### src/rtl/io_input_reader_pkg.sv
// -----------------------------------------------------------------------------
// io_input_reader_pkg
// Shared IO-bus constants for the input reader peripheral: register offsets
// within the IO window, the IO window base used by the upstream address
// decoder, and a small offset-decode helper.
// -----------------------------------------------------------------------------
package io_input_reader_pkg;

    // IO window placement, consumed by the bus-level decoder in front of the
    // peripherals. The reader itself only compares addr[11:0].
    localparam logic [31:0] IO_BASE = 32'hFFFF_F000;
    localparam logic [31:0] IO_SIZE = 32'h0000_1000;

    localparam logic [11:0] ADDR_SW  = 12'h070;
    localparam logic [11:0] ADDR_BTN = 12'h078;
    localparam logic [11:0] ADDR_EVT = 12'h07C;

    typedef enum logic [1:0] {
        REG_NONE,
        REG_SW,
        REG_BTN,
        REG_EVT
    } io_reg_e;

    function automatic io_reg_e decode_offset(input logic [11:0] off);
        case (off)
            ADDR_SW:  return REG_SW;
            ADDR_BTN: return REG_BTN;
            ADDR_EVT: return REG_EVT;
            default:  return REG_NONE;
        endcase
    endfunction

    function automatic logic io_hit(input logic [31:0] a);
        return (a >= IO_BASE) && ((a - IO_BASE) < IO_SIZE);
    endfunction

endpackage

### src/rtl/io_input_reader_debounce_bank.sv
// -----------------------------------------------------------------------------
// debounce_bank
// Two-flop synchroniser plus tick-sampled debouncer for a bank of W inputs.
// A level is accepted into dout only after it is seen on two consecutive
// ticks, so pulses shorter than one tick period never get through.
//
// Ports:
//   clk   system clock
//   rst   synchronous active-low reset
//   tick  one-cycle sample strobe shared across banks
//   din   raw asynchronous inputs
//   dout  debounced, registered levels
// -----------------------------------------------------------------------------
module debounce_bank #(
    parameter int W = 1
) (
    input  logic         clk,
    input  logic         rst,
    input  logic         tick,
    input  logic [W-1:0] din,
    output logic [W-1:0] dout
);

    logic [W-1:0] r_sync1;
    logic [W-1:0] r_sync2;
    logic [W-1:0] r_prev;
    logic [W-1:0] r_stable;
    logic [W-1:0] w_agree;

    // Bits whose current sample matches the previous tick's sample.
    assign w_agree = ~(r_sync2 ^ r_prev);

    always_ff @(posedge clk) begin
        if (!rst) begin
            r_sync1  <= '0;
            r_sync2  <= '0;
            r_prev   <= '0;
            r_stable <= '0;
        end else begin
            r_sync1 <= din;
            r_sync2 <= r_sync1;
            if (tick) begin
                r_prev   <= r_sync2;
                r_stable <= (r_sync2 & w_agree) | (r_stable & ~w_agree);
            end
        end
    end

    assign dout = r_stable;

endmodule

### src/rtl/io_input_reader.sv
// -----------------------------------------------------------------------------
// io_input_reader
// Read-side IO peripheral: debounced switches, debounced buttons and sticky
// button-press event flags (write-1-to-clear), returned on bus reads.
//
// Ports:
//   clk    system clock
//   rst    synchronous active-low reset
//   addr   bus address, only addr[11:0] is decoded
//   ren    bus read enable
//   wen    bus write enable
//   wdata  bus write data, W1C mask at ADDR_EVT
//   sw     raw switch pins
//   btn    raw button pins, active-high
//   rdata  combinational read data, 0 when not reading a mapped register
//   irq    high while any event flag is set
// -----------------------------------------------------------------------------
module io_input_reader
    import io_input_reader_pkg::*;
#(
    parameter int SW_W       = 24,
    parameter int BTN_W      = 5,
    parameter int DEB_CYCLES = 100000
) (
    input  logic             clk,
    input  logic             rst,
    input  logic [31:0]      addr,
    input  logic             ren,
    input  logic             wen,
    input  logic [31:0]      wdata,
    input  logic [SW_W-1:0]  sw,
    input  logic [BTN_W-1:0] btn,
    output logic [31:0]      rdata,
    output logic             irq
);

    localparam int CNT_W = (DEB_CYCLES > 1) ? $clog2(DEB_CYCLES) : 1;
    localparam logic [CNT_W-1:0] CNT_LAST = CNT_W'(DEB_CYCLES - 1);

    logic [CNT_W-1:0] r_cnt;
    logic             w_tick;
    logic [SW_W-1:0]  w_sw_stable;
    logic [BTN_W-1:0] w_btn_stable;
    logic [BTN_W-1:0] r_btn_stable_d;
    logic [BTN_W-1:0] r_evt;
    logic [BTN_W-1:0] w_evt_set;
    logic [BTN_W-1:0] w_evt_clr;
    io_reg_e          w_sel;
    logic             w_unused_bits;

    assign w_tick = (r_cnt == CNT_LAST);

    always_ff @(posedge clk) begin
        if (!rst) begin
            r_cnt <= '0;
        end else if (w_tick) begin
            r_cnt <= '0;
        end else begin
            r_cnt <= r_cnt + 1'b1;
        end
    end

    debounce_bank #(.W(SW_W)) u_sw_deb (
        .clk  (clk),
        .rst  (rst),
        .tick (w_tick),
        .din  (sw),
        .dout (w_sw_stable)
    );

    debounce_bank #(.W(BTN_W)) u_btn_deb (
        .clk  (clk),
        .rst  (rst),
        .tick (w_tick),
        .din  (btn),
        .dout (w_btn_stable)
    );

    assign w_sel     = decode_offset(addr[11:0]);
    assign w_evt_set = w_btn_stable & ~r_btn_stable_d;
    assign w_evt_clr = (wen && (w_sel == REG_EVT)) ? wdata[BTN_W-1:0] : '0;

    // Set is OR-ed in after the clear so a press landing on a W1C survives.
    always_ff @(posedge clk) begin
        if (!rst) begin
            r_btn_stable_d <= '0;
            r_evt          <= '0;
        end else begin
            r_btn_stable_d <= w_btn_stable;
            r_evt          <= (r_evt & ~w_evt_clr) | w_evt_set;
        end
    end

    always_comb begin
        rdata = '0;
        if (ren) begin
            case (w_sel)
                REG_SW:  rdata = 32'(w_sw_stable);
                REG_BTN: rdata = 32'(w_btn_stable);
                REG_EVT: rdata = 32'(r_evt);
                default: rdata = '0;
            endcase
        end
    end

    assign irq = |r_evt;

    // Upper address bits are decoded upstream; upper wdata bits have no target.
    assign w_unused_bits = ^{addr[31:12], wdata[31:BTN_W]};

endmodule

### config.mk
export PLATFORM = sky130hd
export DESIGN_NAME = io_input_reader
export DESIGN_NICKNAME = d
export VERILOG_FILES = /design/src/rtl/io_input_reader_pkg.sv /design/src/rtl/io_input_reader_debounce_bank.sv /design/src/rtl/io_input_reader.sv
export SDC_FILE = /design/constraint.sdc
export NUM_CORES = 1
export LEC_CHECK = 0
export CAP_MARGIN = 20
export CORE_ASPECT_RATIO = 1.25
export CORE_MARGIN = 3
export CORE_UTILIZATION = 45
export DETAILED_ROUTE_END_ITERATION = 10
export GPL_TIMING_DRIVEN = 1
export PLACE_DENSITY = 0.78
export SYNTH_ARGS = -nofsm -noshare
export SYNTH_HDL_FRONTEND = slang
export SYNTH_SLANG_ARGS = --single-unit
### constraint.sdc
create_clock -name clk -period 7.6 [get_ports clk]
set_clock_uncertainty 0.15 [all_clocks]
set_input_delay 2.28 -clock clk [delete_from_list [all_inputs] [get_ports clk]]
set_output_delay 2.28 -clock clk [all_outputs]
set_load 0.02 [all_outputs]
Word-level counts from Yosys, hierarchy flattened

Cells that the tools add are included.

Bits of input ports: 97
Output and inout port bits: 33
Register bits: 143

Add/subtract/negate cells: 1
Multiplexer cells: 4
Bitwise operators: 18
Eq/ne operators: 7
Reductions and logical operators: 3

Operators with widths:

| kind                    | count |
|---|---|
| $pmux W24 S3            | 1 |
| $and A24 B24 Y24        | 2 |
| $not A24 Y24            | 2 |
| $eq A12 B7 Y1 const B   | 3 |
| $mux W24                | 1 |
| $or A24 B24 Y24         | 1 |
| $xor A24 B24 Y24        | 1 |
| $and A5 B5 Y5           | 4 |
| $not A5 Y5              | 4 |
| $add A17 B1 Y17 const B | 1 |
| $eq A17 B17 Y1 const B  | 1 |
| $or A5 B5 Y5            | 2 |
| $pmux W2 S3             | 1 |
| $mux W5                 | 1 |
| $reduce_or A5 Y1        | 1 |
| $xor A5 B5 Y5           | 1 |
| $eq A2 B2 Y1 const B    | 2 |
| $eq A2 B1 Y1 const B    | 1 |
| $reduce_or A2 Y1        | 1 |
| $logic_and A1 B1 Y1     | 1 |
| $not A1 Y1              | 1 |

Longest topological paths before layout

Gate-level depths: netlist of the first run.

Word-level depth: 8
Gate-level depth with buffers: 7

By module

From an unflattened synthesis of the first run, not the netlist that was laid out.

Cell total of the unflattened synthesis: 579
Area, all modules: 5791.8 sq um

By module, submodules not included:

| module                    | area an instance (sq um) | instances | cells each | sequential area each (sq um) |
|---|---|---|---|---|
| debounce_bank (u_sw_deb)  | 3585.9                   | 1         | 334        | 1921.8 |
| io_input_reader           | 1520.2                   | 1         | 177        | 540.5 |
| debounce_bank (u_btn_deb) | 685.7                    | 1         | 68         | 400.4 |

Worst setup path after synthesis of the first run

OpenSTA, ideal clock, no wires.

Path kind: input -> output
Start point: input port addr[9]
End point: output port rdata[13]
Buffers on the path: 1
Slack: 1.533 ns
Required time: 5.170 ns
Cell stages on the path: 5
Data arrival time: 3.637 ns
Cells stage by stage: nor4_1 nand4_1 nor3_2 clkbuf_1 and2_1

Longest elaborated chain between the ends: 5
Elaborated cells on any way between the ends: 9

RTL lines:

| item                                                | line                      | source |
|---|---|---|
| from (decl)                                         | io_input_reader.sv:27     | `input logic [31:0] addr,` |
| $eq A12 B7 Y1                                       | io_input_reader_pkg.sv:26 | `case (off)` |
| $pmux W2 S3 (*)                                     | io_input_reader_pkg.sv:26 |  |
| $eq A2 B2 Y1 / $eq A2 B1 Y1 (equally long branches) | io_input_reader.sv:97     | `case (w_sel)` |
| $pmux W24 S3 (*)                                    | io_input_reader.sv:97     |  |
| $mux W24 (*)                                        | io_input_reader.sv:96     | `if (ren) begin` |
| to (decl)                                           | io_input_reader.sv:33     | `output logic [31:0] rdata,` |

Every way passes the cells marked *; elsewhere a longest branch is shown, timed or not.

Worst setup path in the final report of the first run

Start point: input port addr[4]
End point: output port rdata[7]

Same word-level chain as after synthesis.

==> metrics.md, run 1 <==
| Metric | Value |
|---|---|
| Outcome | finished, final reports clean |
| Synth cell count leaders | dfxtp_1, and2_1, nand3_1 |
| Fin cells | 830 |
| Final ANT Viol Nets | 0 |
| CP Cell Sequence | clkdlybuf4s50_1 -> nor4bb_1 -> nand4_1 -> nor3_2 -> buf_4 -> and2_1 -> clkdlybuf4s50_1 |
| DRT iter0 DRCs | 350 |
| Num CTS Buffers | 17 |
| Worst setup EP type | output port |
| Placed Instances | 795 |
| Most numerous cell in the Yosys netlist | dfxtp_1 |
| CTS root buffer | clkbuf_16 |
| Diode count | 0 |
| Setup CP Type | input pin to output port |
| Ratio of cells with drive above 1 in the final layout | 8.22% |
| CP Depth | 7 |
| Area grow syn2layout | 24.4% |
| Slowest Stage Delay on Critical Path | 660 ps |
| Worst slew margin | 27.9% |
| GRT Overall Usage | 18.0% |
| Sinks on the clock net | 143 |
| Crit path launch type | input pin |
| Grt total ovfl | 0 |
| Synth Instances | 604 |
| Final setup fails | 0 |
| R2R Path Start | r_cnt[0] |
| Worst-case vdd ir drop | 0.143 mV |
| Endpoints failing hold | 0 |
| GP Congestion | 0.783 |
| Setup crit start | addr[4] |
| Die width | 106 um |
| Pre-antenna DRT Iters | 5 |
| Hold Path Origin | r_btn_stable_d[1] |
| Hold-fix buffers, CTS | 0 |
| Post-synthesis sequential area ratio | 51.0% |
| CORE AREA | 11,900 um2 |
| Initial Utilization | 47.2% |
| Global-route wire length before repair | 20.1 mm |
| Port-buffer cells | 74 |
| Cell variety after synth | 37 |
| WP buf/inv | 3 |
| Clock Latency Late Sink | 410 ps |
| CP required | 5170 ps |
| Final worst-path cycle share | 93.5% |
| Total wire length | 12.2 mm |
| DP HPWL | 7.56 mm |
| TNS Setup | 0 ps |
| Nets | 754 |
| Area of the multi-input gates | 2450 um2 |
| Post-synth EDFFs | 0 |
| Asr flop ratio synth | 0% |
| Largest net degree at the start of global routing | 132 |
| Via density | 5.55 |
| Final core utilization | 58.7% |
| Static leakage | 2.42 nW |
| Synth Warn # | 0 |
| Critical path's top delay family | buffers and inverters |
| Most used DFF post-synth | dfxtp_1 |
| H-tree depth reported by CTS | 4 |
| CTS clk-pin slew, worst paths | 60 ps |
| Worst reg2reg path depth | 6 |
| Drt drc | 0 |
| Slew Limit Fails | 0 |
| Total power | 0.00159 W |
| Initial antenna violation count | 0 |
| Fill cell total of the finished layout | 985 |
| Routed vias | 4,605 |
| Yosys reg bits | 143 |
| # Post-CTS Setup Buffers | 0 |
| CP most frequent cell | clkdlybuf4s50_1 |
| Max Cap Violations | 0 |
| Crit path to | rdata[7] |
| Least-Margin Pin Slew | 1080 ps |
| RSZ-0062 raised after global routing | no |
| Top cell type's share of synthesized area | 51.0% |
| WL per Instance | 14.7 um |
| CP max-delay cell | clkdlybuf4s50_1 |
| Hold Path Class | flip-flop to flip-flop |
| Clock tree buffer depth | 2 |
| Yosys top cell by area | dfxtp_1 |
| CTS tree | yes |
| Resized cells post-CTS | 0 |
| Vias in the first global route | 4,528 |
| Min Tclk post-route | 7100 ps |
| Fmax | 141 MHz |
| R2r setup slk | 4600 ps |
| WHS | 274 ps |
| Reg area | 2860 um2 |
| Mean post-synth cell area | 9.28 um2 |
| Crit Path Max Fanout | 19 |
| CP Data Arrival Time | 4670 ps |
| Total die area | 13,800 um2 |
| Die Ht | 131 um |
| Netlist Area Pre-Place | 5610 um2 |
| Power density cells | 229 nW/um2 |
| Reg2reg end | u_btn_deb.r_prev[0] |
| Top cells by area, synth | dfxtp_1, and2_1, o311ai_1, nand3_1, nand4_1 |
| Std cell rows | 44 |
| I/O pins | 130 |
worst reg2reg max path, stage by stage (launching register included):
cell     delay, ps
dfxtp_1        370
ha_1           280
nand2_1        150
or3_2          880
nor2_2         630
buf_6          270
o21ai_0        140
cell usage in the layout, fill, tap and decap left out, types with 2 or more instances in the layout:
| cell type | Yosys | routed |
|---|---|---|
| nor3_1 | 8 | 7 |
| clkdlybuf4s50_1 | 0 | 73 |
| clkbuf_8 | 0 | 4 |
| xnor2_1 | 10 | 10 |
| conb_1 | 1 | 8 |
| o22ai_1 | 5 | 5 |
| and3_1 | 3 | 3 |
| nand2_1 | 42 | 42 |
| buf_4 | 9 | 4 |
| o311ai_1 | 39 | 39 |
| dfxtp_1 | 143 | 143 |
| o21ai_0 | 35 | 35 |
| clkinvlp_4 | 0 | 4 |
| inv_6 | 0 | 3 |
| nor3_2 | 1 | 2 |
| o311ai_0 | 6 | 6 |
| nand4_1 | 36 | 36 |
| mux2_2 | 6 | 6 |
| nor2_1 | 25 | 24 |
| o211ai_1 | 5 | 5 |
| nand3_1 | 54 | 53 |
| a31oi_1 | 5 | 5 |
| clkbuf_16 | 0 | 17 |
| xor2_1 | 4 | 4 |
| a22oi_1 | 5 | 5 |
| clkinv_2 | 0 | 3 |
| inv_1 | 15 | 15 |
| and2_1 | 78 | 78 |
| o311ai_2 | 3 | 3 |
| buf_16 | 0 | 2 |
| nor4bb_1 | 2 | 2 |
| nor4_1 | 11 | 11 |
power breakdown:
part           internal [W]  switching, W
registers          0.000766    0.00000799
clock network      0.000453      0.000307
logic             0.0000332     0.0000278
total               0.00125      0.000343
layer usage:
metal / share of wire (%) / global-route usage [%] / up-vias
met5: 0 / 0 / -
met3: 5.8 / 6.63 / 17
li1: - / - / 2268
met4: 1.5 / 7.39 / 0
met2: 53 / 33.0 / 140
met1: 40 / 18.7 / 2180
worst min-delay path by stage:
stage                          end  slack [ps]  depth (start not counted)
after global routing      r_evt[0]         280                          1
after floorplan           r_evt[4]         250                          1
after CTS                 r_evt[4]         270                          1
after detailed placement  r_evt[4]         260                          1
final                     r_evt[1]         270                          1
after global placement    r_evt[0]         250                          1
cell families after synthesis:
group | Yosys count | share of synthesized area, %
AOI/OAI and AO/OA | 104 | 13.8
xor gates and xnor gates | 14 | 2.19
adders and majority gates | 1 | 0.223
buffers and inverters | 70 | 6.02
DFF | 143 | 51.0
muxes | 6 | 1.20
other | 1 | 0.0669
and+or+nand+nor | 265 | 25.5
stage by stage:
step	cell area, um2	worst slack (ps)
2_1_floorplan	5630	1530
3_3_place_gp	6330	531
3_5_place_dp	6360	493
4_1_cts	6920	493
5_1_grt	6980	325
6_report	6980	497
cell type report:
| class | count | area share, % |
|---|---|---|
| clock buffers | 21 | 6.89 |
| flip-flops and latches | 143 | 41.0 |
| inverters | 15 | 0.807 |
| well taps | 161 | 2.89 |
| multi-input cells | 398 | 35.1 |
| clock inverters | 11 | 1.15 |
| repair buffers | 81 | 12.1 |
No activity file was read; power rests on OpenSTA's default activity.
==> run 2: changes to the inputs <==
--- a/config.mk
+++ b/config.mk
@@ -11,7 +11,7 @@
 export CORE_UTILIZATION = 45
 export DETAILED_ROUTE_END_ITERATION = 10
 export GPL_TIMING_DRIVEN = 1
-export PLACE_DENSITY = 0.78
+export PLACE_DENSITY = 0.71
 export SYNTH_ARGS = -nofsm -noshare
 export SYNTH_HDL_FRONTEND = slang
 export SYNTH_SLANG_ARGS = --single-unit
==> constraint.sdc (replaced) <==
create_clock -name clk -period 7 [get_ports clk]
set_clock_uncertainty 0.15 [all_clocks]
set_input_delay 2.1 -clock clk [delete_from_list [all_inputs] [get_ports clk]]
set_output_delay 2.1 -clock clk [all_outputs]
set_load 0.02 [all_outputs]
==> run 2 against run 1 <==
  * Wire length is 3.0% lower
  * Core utilization is 0.23 points higher
  * Count of clock-buffer cells in the layout is 1 higher
  * Power is 9.9% higher
  * Setup slack worse by 150 ps
  * Register-to-register slack worse by 390 ps
  * Global-route usage is 0.55 points lower
  * Critical path type unchanged
==> metrics.md, run 2 (synthesized netlist as in run 1, its figures left out) <==
| Metric | Value |
|---|---|
| Total wire length | 11.9 mm (-3.0%) |
| Via density | 5.44 (-1.9%) |
| Vias in the first global route | 4,309 (-4.8%) |
| Slowest Stage Delay on Critical Path | 610 ps (-50 ps) |
| Crit Path Max Fanout | 18 (-1) |
| Final setup fails | 0 (unchanged) |
| Min Tclk post-route | 6650 ps |
| Ratio of cells with drive above 1 in the final layout | 8.35% (+0.12 points) |
| Worst setup margin | 347 ps (-150 ps) |
| Setup CP Type | input pin to output port |
| Crit path launch type | input pin |
| Worst slew margin | 43.8% (+16 points) |
| CORE AREA | 11,900 um2 (unchanged) |
| CP required | 4750 ps (-420 ps) |
| Std cell rows | 44 (unchanged) |
| Reg2reg end | u_btn_deb.r_prev[1] |
| Global-route wire length before repair | 19.5 mm (-3.1%) |
| Area grow syn2layout | 24.9% |
| Die Ht | 131 um (unchanged) |
| RSZ-0062 raised after global routing | no |
| Initial Utilization | 47.2% (unchanged) |
| Hold depth | 1 (unchanged) |
| Area of the multi-input gates | 2450 um2 (unchanged) |
| Clock Latency Late Sink | 410 ps (about the same) |
| CP max-delay cell | clkdlybuf4s50_1 |
| WP buf/inv | 3 (unchanged) |
| Power density cells | 250 nW/um2 (+9.5%) |
| TNS Setup | 0 ps (unchanged) |
| Largest net degree at the start of global routing | 77 (-42%) |
| Endpoints failing hold | 0 (unchanged) |
| WL per Instance | 14.3 um (-3.3%) |
| CP Cell Sequence | clkdlybuf4s50_1 -> nor4bb_1 -> nand4_1 -> nor3_2 -> buf_4 -> and2_1 -> clkdlybuf4s50_1 |
| CP Data Arrival Time | 4400 ps (-270 ps) |
| Most common cell after layout, fill and taps aside | dfxtp_1 |
| Dpl ws | 200 ps (-294 ps) |
| CTS root buffer | clkbuf_16 |
| Final ANT Viol Nets | 0 (unchanged) |
| CTS tree | yes |
| Diode count | 0 (unchanged) |
| DP HPWL | 7.59 mm (+0.48%) |
| CP most frequent cell | clkdlybuf4s50_1 |
| Worst reg2reg path depth | 7 (+1) |
| Sinks on the clock net | 143 (unchanged) |
| Total die area | 13,800 um2 (unchanged) |
| CTS clk-pin slew, worst paths | 60 ps (about the same) |
| R2r setup slk | 4210 ps (-390 ps) |
| Die width | 106 um (unchanged) |
| Num CTS Buffers | 17 (unchanged) |
| Critical path's top delay family | buffers and inverters |
| Port-buffer cells | 74 (unchanged) |
| H-tree depth reported by CTS | 4 (unchanged) |
| R2R Path Start | r_cnt[0] |
| Drt drc | 0 (unchanged) |
| Final worst-path cycle share | 95.0% |
| Hold Path Class | flip-flop to flip-flop |
| Least-Margin Pin Slew | 836 ps (-246 ps) |
| Fill cell total of the finished layout | 1,043 (+5.9%) |
| Reg area | 2860 um2 (unchanged) |
| Most frequent cells in the layout | dfxtp_1, and2_1, clkdlybuf4s50_1 |
| Outcome | finished, final reports clean |
| Grt total ovfl | 0 (unchanged) |
| Slew Limit Fails | 0 (unchanged) |
| Max Cap Violations | 0 (unchanged) |
| Worst Hold End | r_evt[3] |
| I/O pins | 130 (unchanged) |
| GP Congestion | 0.868 (+11%) |
| Worst setup EP type | output port |
| GRT Overall Usage | 17.5% (-0.55 points) |
| Pre-antenna DRT Iters | 4 (-1) |
| Initial antenna violation count | 0 (unchanged) |
| Static leakage | 2.44 nW (+0.86%) |
| Nets | 757 (+0.40%) |
| Hold-fix buffers, CTS | 0 (unchanged) |
| Fmax | 150 MHz |
| Hold Path Origin | r_btn_stable_d[3] |
| DRT iter0 DRCs | 225 (-36%) |
| Clock tree buffer depth | 2 (unchanged) |
| Worst-case vdd ir drop | 0.122 mV (-15%) |
| Routed vias | 4,529 (-1.7%) |
-- run 2: cell type report --
cell class / instances / area share [%]
flip-flops and latches: 143 / 40.9
clock inverters: 9 / 1.21
multi-input cells: 398 / 34.9
inverters: 15 / 0.804
well taps: 161 / 2.88
clock buffers: 22 / 6.91
repair buffers: 84 / 12.4
-- run 2: report_power, final --
| part | switching, W | internal, W | total (W) |
|---|---|---|---|
| Sequential | 0.00000828 | 0.000831 | 0.000840 |
| Combinational | 0.0000301 | 0.0000348 | 0.0000650 |
| Clock | 0.000325 | 0.000523 | 0.000848 |
| Total | 0.000363 | 0.00139 | 0.00175 |
-- run 2: worst max path at each step --
stage,from,to,slack (ps),cells past startpoint
after floorplan,addr[9],rdata[13],1290,5
after global placement,addr[4],rdata[8],230,7
after detailed placement,addr[4],rdata[8],200,7
after CTS,addr[4],rdata[8],190,7
after global routing,addr[4],rdata[8],120,7
final,addr[4],rdata[7],350,7
-- run 2: what timing repair did --
item | CTS | global route
gates resized for setup | 0 | 0
buffers inserted | 0 | 1
endpoints found under the setup margin | 0 | 8
-- run 2: per-layer routing --
layer / GRT usage (%) / vias up / part of all wire, %
li1: - / 2282 / -
met1: 19.9 / 2112 / 42
met2: 30.7 / 110 / 51
met3: 3.78 / 25 / 5.2
met4: 9.68 / 0 / 2.1
met5: 0 / - / 0
-- run 2: through the flow --
step	std cells	util, %	hold WS [ps]	power [W]	area (um2)
after global routing	832	58.9	290	0.00181	7000
after CTS	829	58.4	268	0.00176	6950
after detailed placement	798	53.6	260	0.000922	6380
after floorplan	611	-	250	0.000893	5630
final	832	58.9	266	0.00175	7000
after global placement	797	53.4	253	0.000920	6350
==> run 3: changes to the inputs <==
--- a/config.mk
+++ b/config.mk
@@ -10,8 +10,9 @@
 export CORE_MARGIN = 3
 export CORE_UTILIZATION = 45
 export DETAILED_ROUTE_END_ITERATION = 10
+export DONT_BUFFER_PORTS = 1
 export GPL_TIMING_DRIVEN = 1
-export PLACE_DENSITY = 0.71
+export PLACE_DENSITY = 0.58
 export SYNTH_ARGS = -nofsm -noshare
 export SYNTH_HDL_FRONTEND = slang
 export SYNTH_SLANG_ARGS = --single-unit
==> run 3 against run 2 <==
  * Global-route usage decreased by 1.1 points
  * Setup slack gained 870 ps
  * Via count is 7.4% lower
  * Critical path depth shrank 2
  * Cell count decreased by 9.5%
  * Worst hold slack worse by 3.0 ps
  * Maximum frequency grew 15%
  * Core utilization is 6.3 points lower
  * Critical endpoint is now rdata[8]
==> metrics.md, run 3 (synthesized netlist as in run 1, its figures left out) <==
| Metric | Value |
|---|---|
| Outcome | finished, final reports clean |
| Slowest Stage Delay on Critical Path | 370 ps (-240 ps) |
| CP Cell Sequence | nor4bb_1 -> nand4_1 -> nor3_2 -> buf_4 -> and2_1 |
| Std cell rows | 44 (unchanged) |
| Clock Latency Late Sink | 410 ps (about the same) |
| Die width | 106 um (unchanged) |
| Hold Path Origin | r_btn_stable_d[4] |
| Internal | 0.00144 W (+3.7%) |
| Min Tclk post-route | 5780 ps (-873 ps) |
| CTS root buffer | clkbuf_16 |
| I/O pins | 130 (unchanged) |
| Grt total ovfl | 0 (unchanged) |
| Clock tree buffer depth | 2 (unchanged) |
| DRT iter0 DRCs | 157 (-30%) |
| H-tree depth reported by CTS | 4 (unchanged) |
| Reg2reg end | u_sw_deb.r_prev[2] |
| R2r setup slk | 4080 ps (-130 ps) |
| Num CTS Buffers | 17 (unchanged) |
| CORE AREA | 11,900 um2 (unchanged) |
| GP Congestion | 0.778 (-10%) |
| Setup CP Type | input pin to output port |
| WL per Instance | 14.9 um (+4.4%) |
| CTS tree | yes |
| WP buf/inv | 1 (-2) |
| Fill cell total of the finished layout | 1,121 (+7.5%) |
| DP HPWL | 6.82 mm (-10%) |
| Vias in the first global route | 3,697 (-14%) |
| Crit path launch type | input pin |
| Hold depth | 1 (unchanged) |
| # Post-CTS Setup Buffers | 0 (unchanged) |
| Diode count | 0 (unchanged) |
| Hold Path Class | flip-flop to flip-flop |
| Max Cap Violations | 0 (unchanged) |
| Reg power frac | 47.1% (-0.8 points) |
| Most frequent cells in the layout | dfxtp_1, and2_1, nand3_1 |
| Nets | 679 (-10%) |
| Worst-case vdd ir drop | 0.160 mV (+31%) |
| TNS Setup | 0 ps (unchanged) |
| Initial Utilization | 47.2% (unchanged) |
| Global-route wire length before repair | 18.0 mm (-7.9%) |
| Final setup fails | 0 (unchanged) |
| Critical path's top delay family | simple AND/OR/NAND/NOR gates |
| Slew Limit Fails | 0 (unchanged) |
| Worst Hold End | r_evt[4] |
| Least-Margin Pin Slew | 912 ps (+76.6 ps) |
| Switching share of power | 19.3% (-1.4 points) |
| Pre-antenna DRT Iters | 4 (unchanged) |
| Final Cell Area | 6250 um2 (-11%) |
| Via density | 5.57 (+2.3%) |
| Area grow syn2layout | 11.5% |
| Largest net degree at the start of global routing | 201 (+160%) |
| Die Ht | 131 um (unchanged) |
| Net switching power | 0.000344 W (-5.3%) |
| Hold-fix buffers, CTS | 0 (unchanged) |
| R2R Path Start | r_cnt[11] |
| Static leakage | 2.16 nW (-11%) |
| Gate power share | 1.3% (-2.4 points) |
| CTS clk-pin slew, worst paths | 50 ps (about the same) |
| Most common cell after layout, fill and taps aside | dfxtp_1 |
| Worst reg2reg path depth | 6 (-1) |
| Crit Path Max Fanout | 19 (+1) |
| Total die area | 13,800 um2 (unchanged) |
| Fmax | 173 MHz (+15%) |
| Placed Instances | 721 (-9.6%) |
| Sinks on the clock net | 143 (unchanged) |
| CP Data Arrival Time | 3530 ps (-870 ps) |
| Resized cells post-CTS | 0 (unchanged) |
| Port-buffer cells | 0 (-100%) |
| Endpoints failing hold | 0 (unchanged) |
| Post-DP Area | 5600 um2 (-12%) |
| Fin cells | 753 (-9.5%) |
| Worst slew margin | 38.6% (-5.2 points) |
| Power density cells | 285 nW/um2 (+14%) |
| Clock power frac | 51.7% (+3.3 points) |
| GRT Overall Usage | 16.3% (-1.1 points) |
| Drt drc | 0 (unchanged) |
| CP max-delay cell | nor4bb_1 |
| Ratio of cells with drive above 1 in the final layout | 8.61% (+0.27 points) |
| CP required | 4750 ps (about the same) |
| Total power | 0.00178 W (+1.8%) |
| Total wire length | 11.2 mm (-5.5%) |
| Routed vias | 4,193 (-7.4%) |
| RSZ-0062 raised after global routing | no |
| Worst setup EP type | output port |
| Final ANT Viol Nets | 0 (unchanged) |
| Initial antenna violation count | 0 (unchanged) |
| Final worst-path cycle share | 82.6% (-12 points) |
[run 3: cell types whose count changed in the layout (fill, tap and decap cells not counted), sizes merged]
cell,before,now
buf,11,6
clkdlybuf4s50,73,0
clkinvlp,3,2
clkbuf,22,18
clkinv,5,6
bufinv,1,4
[run 3: power groups by stage]
stage / combinational [W] / clock [W] / sequential (W)
finish: 0.0000223 / 0.000922 / 0.000840
global route: 0.0000254 / 0.000976 / 0.000841
CTS: 0.0000227 / 0.000947 / 0.000839
detailed placement: 0.0000226 / 0 / 0.000857
global placement: 0.0000220 / 0 / 0.000857
floorplan: 0.0000383 / 0 / 0.000855
[run 3: final cells by class]
cell class                      instances  area, um2  area share [%]
Timing Repair Buffer                    6       77.6            1.24
Inverter                               15       56.3           0.900
Tap cell                              161        201            3.22
Clock inverter                         12        169            2.70
Sequential cell                       143       2860            45.8
Clock buffer                           18        439            7.02
Multi-Input combinational cell        398       2450            39.1
[run 3: how the worst max path moves through the flow]
stage	start	to	depth (start not counted)
after floorplan	addr[9]	rdata[13]	5
after global placement	addr[1]	rdata[8]	5
after detailed placement	addr[1]	rdata[8]	5
after CTS	addr[1]	rdata[8]	5
after global routing	addr[1]	rdata[8]	5
final	addr[1]	rdata[8]	5
[run 3: layer usage]
| layer | part of all wire [%] | global-route usage (%) | up-vias | wire [um] |
|---|---|---|---|---|
| met5 | 0 | 0 | - | 0 |
| met4 | 1.6 | 7.16 | 0 | 184 |
| met3 | 5.1 | 5.01 | 16 | 568 |
| met2 | 49 | 26.7 | 89 | 5460 |
| met1 | 45 | 20.1 | 1974 | 5010 |
| li1 | - | - | 2114 | - |
[run 3: metrics by stage]
stage | setup slack, ps | hold WS, ps | utilization (%)
after detailed placement | 1200 | 258 | 47.1
after global routing | 1080 | 281 | 52.6
final | 1220 | 263 | 52.6
after CTS | 1190 | 266 | 52.2
after global placement | 1250 | 253 | 47.1
after floorplan | 1290 | 250 | -
